File: src/rtl/mac_reg_arbiter.sv
`default_nettype none
// ============================================================================
// Module   : mac_reg_arbiter
// Brief    : Round-robin arbiter sharing the MAC config register bus between
//            the init sequencer, the host command path and the stats poller.
// Revision : 1.0  initial release
// ============================================================================
module mac_reg_arbiter #(
  parameter int TIMEOUT = 1024,
  parameter int TO_W    = 11
) (
  input  logic        clk,
  input  logic        reset,
  input  logic        i_init_done,
  input  logic [2:0]  i_req_rd,
  input  logic [2:0]  i_req_wr,
  input  logic [23:0] i_req_addr,
  input  logic [95:0] i_req_wdata,
  output logic [31:0] o_rsp_rdata,
  output logic [2:0]  o_rsp_done,
  output logic [2:0]  o_rsp_err,
  output logic [7:0]  o_mac_addr,
  output logic [31:0] o_mac_writedata,
  input  logic [31:0] i_mac_readdata,
  output logic        o_mac_rd,
  output logic        o_mac_wr,
  input  logic        i_mac_busy
);

  typedef enum logic [1:0] {
    S_IDLE = 2'd0,
    S_XFER = 2'd1,
    S_DONE = 2'd2
  } state_t;

  localparam logic [TO_W-1:0] C_TO_LAST = TO_W'(TIMEOUT - 1);

  state_t          r_state;
  logic [1:0]      r_last;
  logic [1:0]      r_gnt;
  logic            r_busy_d;
  logic [TO_W-1:0] r_cnt;

  logic [2:0]      w_elig;
  logic            w_found;
  logic [1:0]      w_pick;
  logic [7:0]      w_addr;
  logic [31:0]     w_wdata;
  logic            w_done_ok;
  logic            w_tmo;

  function automatic logic [1:0] f_next(input logic [1:0] p);
    return (p == 2'd2) ? 2'd0 : p + 2'd1;
  endfunction

  // Ports 1 and 2 stay locked out until the init sequence reports completion.
  assign w_elig    = (i_req_rd | i_req_wr) & {i_init_done, i_init_done, 1'b1};
  assign w_done_ok = r_busy_d & ~i_mac_busy;
  assign w_tmo     = (r_cnt == C_TO_LAST);

  always_comb begin
    logic [1:0] v_p;
    w_found = 1'b0;
    w_pick  = 2'd0;
    v_p     = r_last;
    for (int k = 0; k < 3; k++) begin
      v_p = f_next(v_p);
      if (!w_found && w_elig[v_p]) begin
        w_found = 1'b1;
        w_pick  = v_p;
      end
    end
  end

  always_comb begin
    case (w_pick)
      2'd1: begin
        w_addr  = i_req_addr[15:8];
        w_wdata = i_req_wdata[63:32];
      end
      2'd2: begin
        w_addr  = i_req_addr[23:16];
        w_wdata = i_req_wdata[95:64];
      end
      default: begin
        w_addr  = i_req_addr[7:0];
        w_wdata = i_req_wdata[31:0];
      end
    endcase
  end

  always_ff @(posedge clk) begin
    if (reset) begin
      r_state         <= S_IDLE;
      r_last          <= 2'd2;
      r_gnt           <= 2'd0;
      r_busy_d        <= 1'b0;
      r_cnt           <= '0;
      o_mac_rd        <= 1'b0;
      o_mac_wr        <= 1'b0;
      o_mac_addr      <= 8'd0;
      o_mac_writedata <= 32'd0;
      o_rsp_rdata     <= 32'd0;
      o_rsp_done      <= 3'd0;
      o_rsp_err       <= 3'd0;
    end else begin
      case (r_state)
        S_IDLE: begin
          o_rsp_done <= 3'd0;
          o_rsp_err  <= 3'd0;
          if (w_found) begin
            r_gnt           <= w_pick;
            o_mac_addr      <= w_addr;
            o_mac_writedata <= w_wdata;
            r_busy_d        <= 1'b0;
            r_cnt           <= '0;
            if (i_req_rd[w_pick] && i_req_wr[w_pick]) begin
              // Ambiguous request: report an error without touching the bus.
              o_rsp_done <= 3'b001 << w_pick;
              o_rsp_err  <= 3'b001 << w_pick;
              r_state    <= S_DONE;
            end else begin
              o_mac_rd <= i_req_rd[w_pick];
              o_mac_wr <= i_req_wr[w_pick];
              r_state  <= S_XFER;
            end
          end
        end

        S_XFER: begin
          r_busy_d <= i_mac_busy;
          if (w_done_ok) begin
            o_mac_rd <= 1'b0;
            o_mac_wr <= 1'b0;
            if (o_mac_rd) begin
              o_rsp_rdata <= i_mac_readdata;
            end
            o_rsp_done <= 3'b001 << r_gnt;
            o_rsp_err  <= 3'd0;
            r_state    <= S_DONE;
          end else if (w_tmo) begin
            o_mac_rd   <= 1'b0;
            o_mac_wr   <= 1'b0;
            o_rsp_done <= 3'b001 << r_gnt;
            o_rsp_err  <= 3'b001 << r_gnt;
            r_state    <= S_DONE;
          end else begin
            r_cnt <= r_cnt + TO_W'(1);
          end
        end

        S_DONE: begin
          o_rsp_done <= 3'd0;
          o_rsp_err  <= 3'd0;
          r_last     <= r_gnt;
          r_state    <= S_IDLE;
        end

        default: begin
          o_mac_rd <= 1'b0;
          o_mac_wr <= 1'b0;
          r_state  <= S_IDLE;
        end
      endcase
    end
  end

endmodule
`default_nettype wire
File: config.mk
export PLATFORM = sky130hd
export DESIGN_NAME = mac_reg_arbiter
export DESIGN_NICKNAME = d
export VERILOG_FILES = /design/src/rtl/mac_reg_arbiter.sv
export SDC_FILE = /design/constraint.sdc
export NUM_CORES = 1
export LEC_CHECK = 0
export BUFFER_PORTS_ARGS = -buffer_cell sky130_fd_sc_hd__buf_4
export CORE_ASPECT_RATIO = 1.1
export CORE_MARGIN = 2
export CORE_UTILIZATION = 49
export DETAILED_ROUTE_END_ITERATION = 6
export PLACE_DENSITY = 0.84
export SLEW_MARGIN = 0
export SYNTH_ARGS = -nofsm -noshare
export SYNTH_HDL_FRONTEND = slang
export SYNTH_SLANG_ARGS = --single-unit
export TNS_END_PERCENT = 30
File: constraint.sdc
create_clock -name clk -period 4.46 [get_ports clk]
set_input_delay 0 -clock clk [delete_from_list [all_inputs] [get_ports clk]]
set_output_delay 0 -clock clk [all_outputs]
set_load 0.05 [all_outputs]
==> impl_results.html <==
<table>
<tr><th>Metric</th><th>Value</th></tr>
<tr><th colspan="2">Timing</th></tr>
<tr><td>Final critical-path share of the clock period</td><td>68.75%</td></tr>
<tr><td>Timing-limited maximum frequency</td><td>326.1 MHz</td></tr>
<tr><td>Post-layout minimum cycle time</td><td>3066 ps</td></tr>
<tr><td>Worst rel slew slack</td><td>19.58%</td></tr>
<tr><td>Unrepaired setup endpoints after global routing</td><td>false</td></tr>
<tr><td>Total negative setup slack</td><td>0 ps</td></tr>
<tr><td>Pins Over Slew Limit</td><td>0</td></tr>
<tr><td>Transition time at the pin with the least slew margin</td><td>1206 ps</td></tr>
<tr><td>Clock Skews</td><td>16.18 ps</td></tr>
<tr><td>Final hold vios</td><td>0</td></tr>
<tr><td>Final Setup Violations</td><td>0</td></tr>
<tr><th colspan="2">Pwr</th></tr>
<tr><td>P_leak</td><td>3.095 nW</td></tr>
<tr><td>Worst VDD drop</td><td>0.2353 mV</td></tr>
<tr><td>Power density relative to cell area</td><td>372.8 nW/um2</td></tr>
<tr><th colspan="2">Critical path</th></tr>
<tr><td>Maximum fanout along the worst path</td><td>77</td></tr>
<tr><td>Crit path DAT</td><td>3280 ps</td></tr>
<tr><td>Critical Path Start</td><td>r_last[1]</td></tr>
<tr><td>Sort of element at the start of the critical path</td><td>flop</td></tr>
<tr><td>Endpoint kind of the worst setup timing path</td><td>flop</td></tr>
<tr><td>Critical path start-end classification</td><td>flop to flop</td></tr>
<tr><td>Beginning of the worst register-to-register path</td><td>r_last[1]</td></tr>
<tr><td>Worst Path Required</td><td>4670 ps</td></tr>
<tr><th colspan="2">Drt</th></tr>
<tr><td>Wire length on met1</td><td>5967 um</td></tr>
<tr><td>Detail Route met3 WL</td><td>1041 um</td></tr>
<tr><td># DRC</td><td>0</td></tr>
<tr><td>Routed wl met2</td><td>8293 um</td></tr>
<tr><td>Post-detailed-route wirelength per cell</td><td>15.69 um</td></tr>
<tr><td>Via density</td><td>5.497</td></tr>
<tr><td>Final wirelength</td><td>15860 um</td></tr>
<tr><td>Drt pass-1 iters</td><td>5</td></tr>
<tr><td>Starting DRT DRC Count</td><td>246</td></tr>
<tr><td>Detailed-route via count</td><td>5557</td></tr>
<tr><td>Routed Antenna Nets</td><td>0</td></tr>
<tr><td>Top layer in use</td><td>met4</td></tr>
<tr><th colspan="2">Placed design</th></tr>
<tr><td>Number of I/O port buffers</td><td>241</td></tr>
<tr><td>Half-perimeter wire length after detailed placement</td><td>10460 um</td></tr>
<tr><td>Global placement routability congestion</td><td>0.8472</td></tr>
<tr><td># placed instances</td><td>943</td></tr>
<tr><th colspan="2">Clock tree</th></tr>
<tr><td>Num Clock Sinks</td><td>98</td></tr>
<tr><td>Clock root buffer</td><td>clkbuf_8</td></tr>
<tr><td>TritonCTS clock tree</td><td>yes</td></tr>
<tr><td>Insertion delay of the later-clocked pin in the worst-skew pair</td><td>350 ps</td></tr>
<tr><td>Maximum level of the CTS H-tree</td><td>3</td></tr>
<tr><td>Longest Clk Path Bufs</td><td>2</td></tr>
<tr><td>Clock transition at the registers of the reported paths</td><td>100 ps</td></tr>
<tr><td>Clock buffers created by TritonCTS</td><td>9</td></tr>
<tr><th colspan="2">Logic synthesis</th></tr>
<tr><td>Synth Area per Inst</td><td>7.517 um2</td></tr>
<tr><td>Most used DFF post-synth</td><td>dfxtp_1</td></tr>
<tr><td>Number of distinct library cells after synthesis</td><td>51</td></tr>
<tr><td>Fraction of registers with async set/reset</td><td>0%</td></tr>
<tr><td>Count of flip-flops with a built-in enable after synthesis</td><td>0</td></tr>
<tr><td>Proportion of synthesized chip area in sequential cells</td><td>41.30%</td></tr>
<tr><td>Mapped Area</td><td>4751 um2</td></tr>
<tr><td>Count of state elements after synthesis</td><td>98</td></tr>
<tr><td>Net Count, Synth</td><td>802</td></tr>
<tr><td>Count of warnings emitted by yosys</td><td>0</td></tr>
<tr><td>Cell count after synthesis</td><td>632</td></tr>
<tr><th colspan="2">Floorplan</th></tr>
<tr><td>Horizontal die dimension</td><td>97.89 um</td></tr>
<tr><td>Initial Utilization</td><td>50.55%</td></tr>
<tr><td>Die Height</td><td>107.3 um</td></tr>
<tr><td>Area enclosed by the die boundary</td><td>10500 um2</td></tr>
<tr><td>Core Footprint</td><td>9398 um2</td></tr>
<tr><td>FP Rows</td><td>37</td></tr>
<tr><td>Ports</td><td>242</td></tr>
<tr><th colspan="2">Final layout</th></tr>
<tr><td>Fin cells</td><td>1011</td></tr>
<tr><td>Number of inserted filler cells in the final layout</td><td>667</td></tr>
<tr><td>Area growth, synth to finish</td><td>52.15%</td></tr>
<tr><td>Net total in the final layout</td><td>1059</td></tr>
<tr><td>Sequential standard cell area</td><td>1962 um2</td></tr>
<tr><td>Antenna Cells</td><td>0</td></tr>
<tr><td>Most common cell after layout, fill and taps aside</td><td>buf_4</td></tr>
<tr><td>Fraction of layout cells with a size suffix above 1</td><td>30.65%</td></tr>
<tr><td>Multi-input gate area</td><td>2544 um2</td></tr>
<tr><td>Commonest cells after routing, fill and taps aside</td><td>buf_4, nor2_1, a21oi_1</td></tr>
<tr><th colspan="2">GRT</th></tr>
<tr><td>Number of antenna violations at the first check in global routing</td><td>0</td></tr>
<tr><td>Gr ovfl total</td><td>0</td></tr>
<tr><td>First-pass GRT wire length</td><td>24720 um</td></tr>
<tr><td>Total Routing Usage GR</td><td>28.57%</td></tr>
<tr><td>Vias in the first global route</td><td>5301</td></tr>
<tr><td>Largest net degree at the start of global routing</td><td>91</td></tr>
<tr><th colspan="2">Worst hold path</th></tr>
<tr><td>Hold WC Path Type</td><td>primary input to flop</td></tr>
<tr><td>Start point of the worst min-delay path</td><td>i_req_wdata[29]</td></tr>
<tr><th colspan="2">Run</th></tr>
<tr><td>Number of max-capacitance violations reported</td><td>0</td></tr>
<tr><th colspan="2">Outcome</th></tr>
<tr><td>Outcome</td><td>finished clean</td></tr>
</table>
## worst max-delay path: stages, from the launching register on
cell     delay (ps)
dfxtp_1         390
or2_2           310
a21oi_1         250
inv_1           110
ha_2           1130
buf_4           280
nor2_1           60
a21oi_1         120
nor2_1           50
a21oi_1         140
nor2_1           50
## timing repair
item / CTS / global route
hold buffers: 52 / 0
endpoints found under the setup margin: 0 / 0
hold endpoints to repair: 52 / 0
gates resized for setup: 0 / 0
buffers inserted: 0 / 0
## flip-flops by register name, indices dropped and copies added, names as in the netlist
register / flops
o_mac_writedata: 32
o_rsp_rdata: 32
r_cnt: 11
o_mac_addr: 8
o_rsp_done: 3
o_rsp_err: 3
r_gnt: 2
r_last: 2
r_state: 2
o_mac_rd: 1
o_mac_wr: 1
r_busy_d: 1
## layer usage
layer	vias up	track usage [%]
met5	-	0
met4	0	13.49
met3	42	4.416
met2	270	52.79
met1	2566	32.02
li1	2679	-
## power breakdown
part           internal, W  switching [W]  total, W
combinational     0.000383       0.000699   0.00108
sequential        0.000966      0.0000579   0.00102
clock             0.000269       0.000321  0.000590
## kinds of logic after synthesis
logic type	Yosys count	synth area share, %
xor+xnor	8	1.475
fa+ha+maj	8	2.107
compound gates	191	24.86
simple gates	269	24.41
buf+inv	55	5.215
flops	98	41.30
mux	3	0.6321
## synthesized netlist by cell type (2+ instances only)
cell       number  area (um2)
buf_4           7       52.55
o21ai_0         6       30.03
nor2b_1         3       18.77
nand3_1         9       45.04
a21oi_1       117       585.6
and3_1          4       25.02
xor2_1          7       61.31
o211ai_1        2       15.01
mux2i_1         3       30.03
o21a_1          2       15.01
buf_1           2       7.510
nor2_1        147       551.8
nand2b_1        3       18.77
ha_1            8       100.1
a311oi_2        4       60.06
buf_2           6       30.03
nand3_2         2       20.02
o21bai_1        3       22.52
o21ai_1         4       20.02
nand4bb_1       2       22.52
dfxtp_1        98        1962
nand4b_1        3       26.28
nand2_1        78       292.8
clkbuf_1       33       123.9
a2bb2oi_1       2       17.52
a22oi_1        40       300.3
nand4_1         5       31.28
and2_1          2       12.51
inv_1           6       22.52
nor3_1          2       10.01
a311oi_1        2       17.52
## layout make-up
| cell class | count | share of cell area [%] |
|---|---|---|
| clock buffers | 9 | 1.714 |
| multi-input cells | 479 | 35.19 |
| flip-flops and latches | 98 | 27.14 |
| well taps | 117 | 2.025 |
| repair buffers | 295 | 32.44 |
| clock inverters | 7 | 1.177 |
| inverters | 6 | 0.3116 |
## through the flow
step | area, um2 | setup WS (ps) | hold slack (ps) | util, % | power (W)
after floorplan | 4751 | 2314 | 136.0 | - | 0.001771
after global placement | 6499 | 1579 | 246.6 | 69.15 | 0.002046
after detailed placement | 6499 | 1461 | 258.9 | 69.15 | 0.002074
after CTS | 7228 | 1452 | 1.175 | 76.91 | 0.002699
after global routing | 7228 | 1143 | 12.61 | 76.91 | 0.002828
final | 7228 | 1394 | 9.706 | 76.91 | 0.002695
## final timing paths
check | to | slack [ps] | cells after the start
worst min register to register | o_rsp_rdata[12] | 460 | 2
worst max-delay path | o_mac_writedata[10] | 1390 | 10
worst max register to register | o_mac_writedata[10] | 1390 | 10
worst min-delay path | o_mac_writedata[29] | 10 | 5
(Power assumes the default switching activity.)
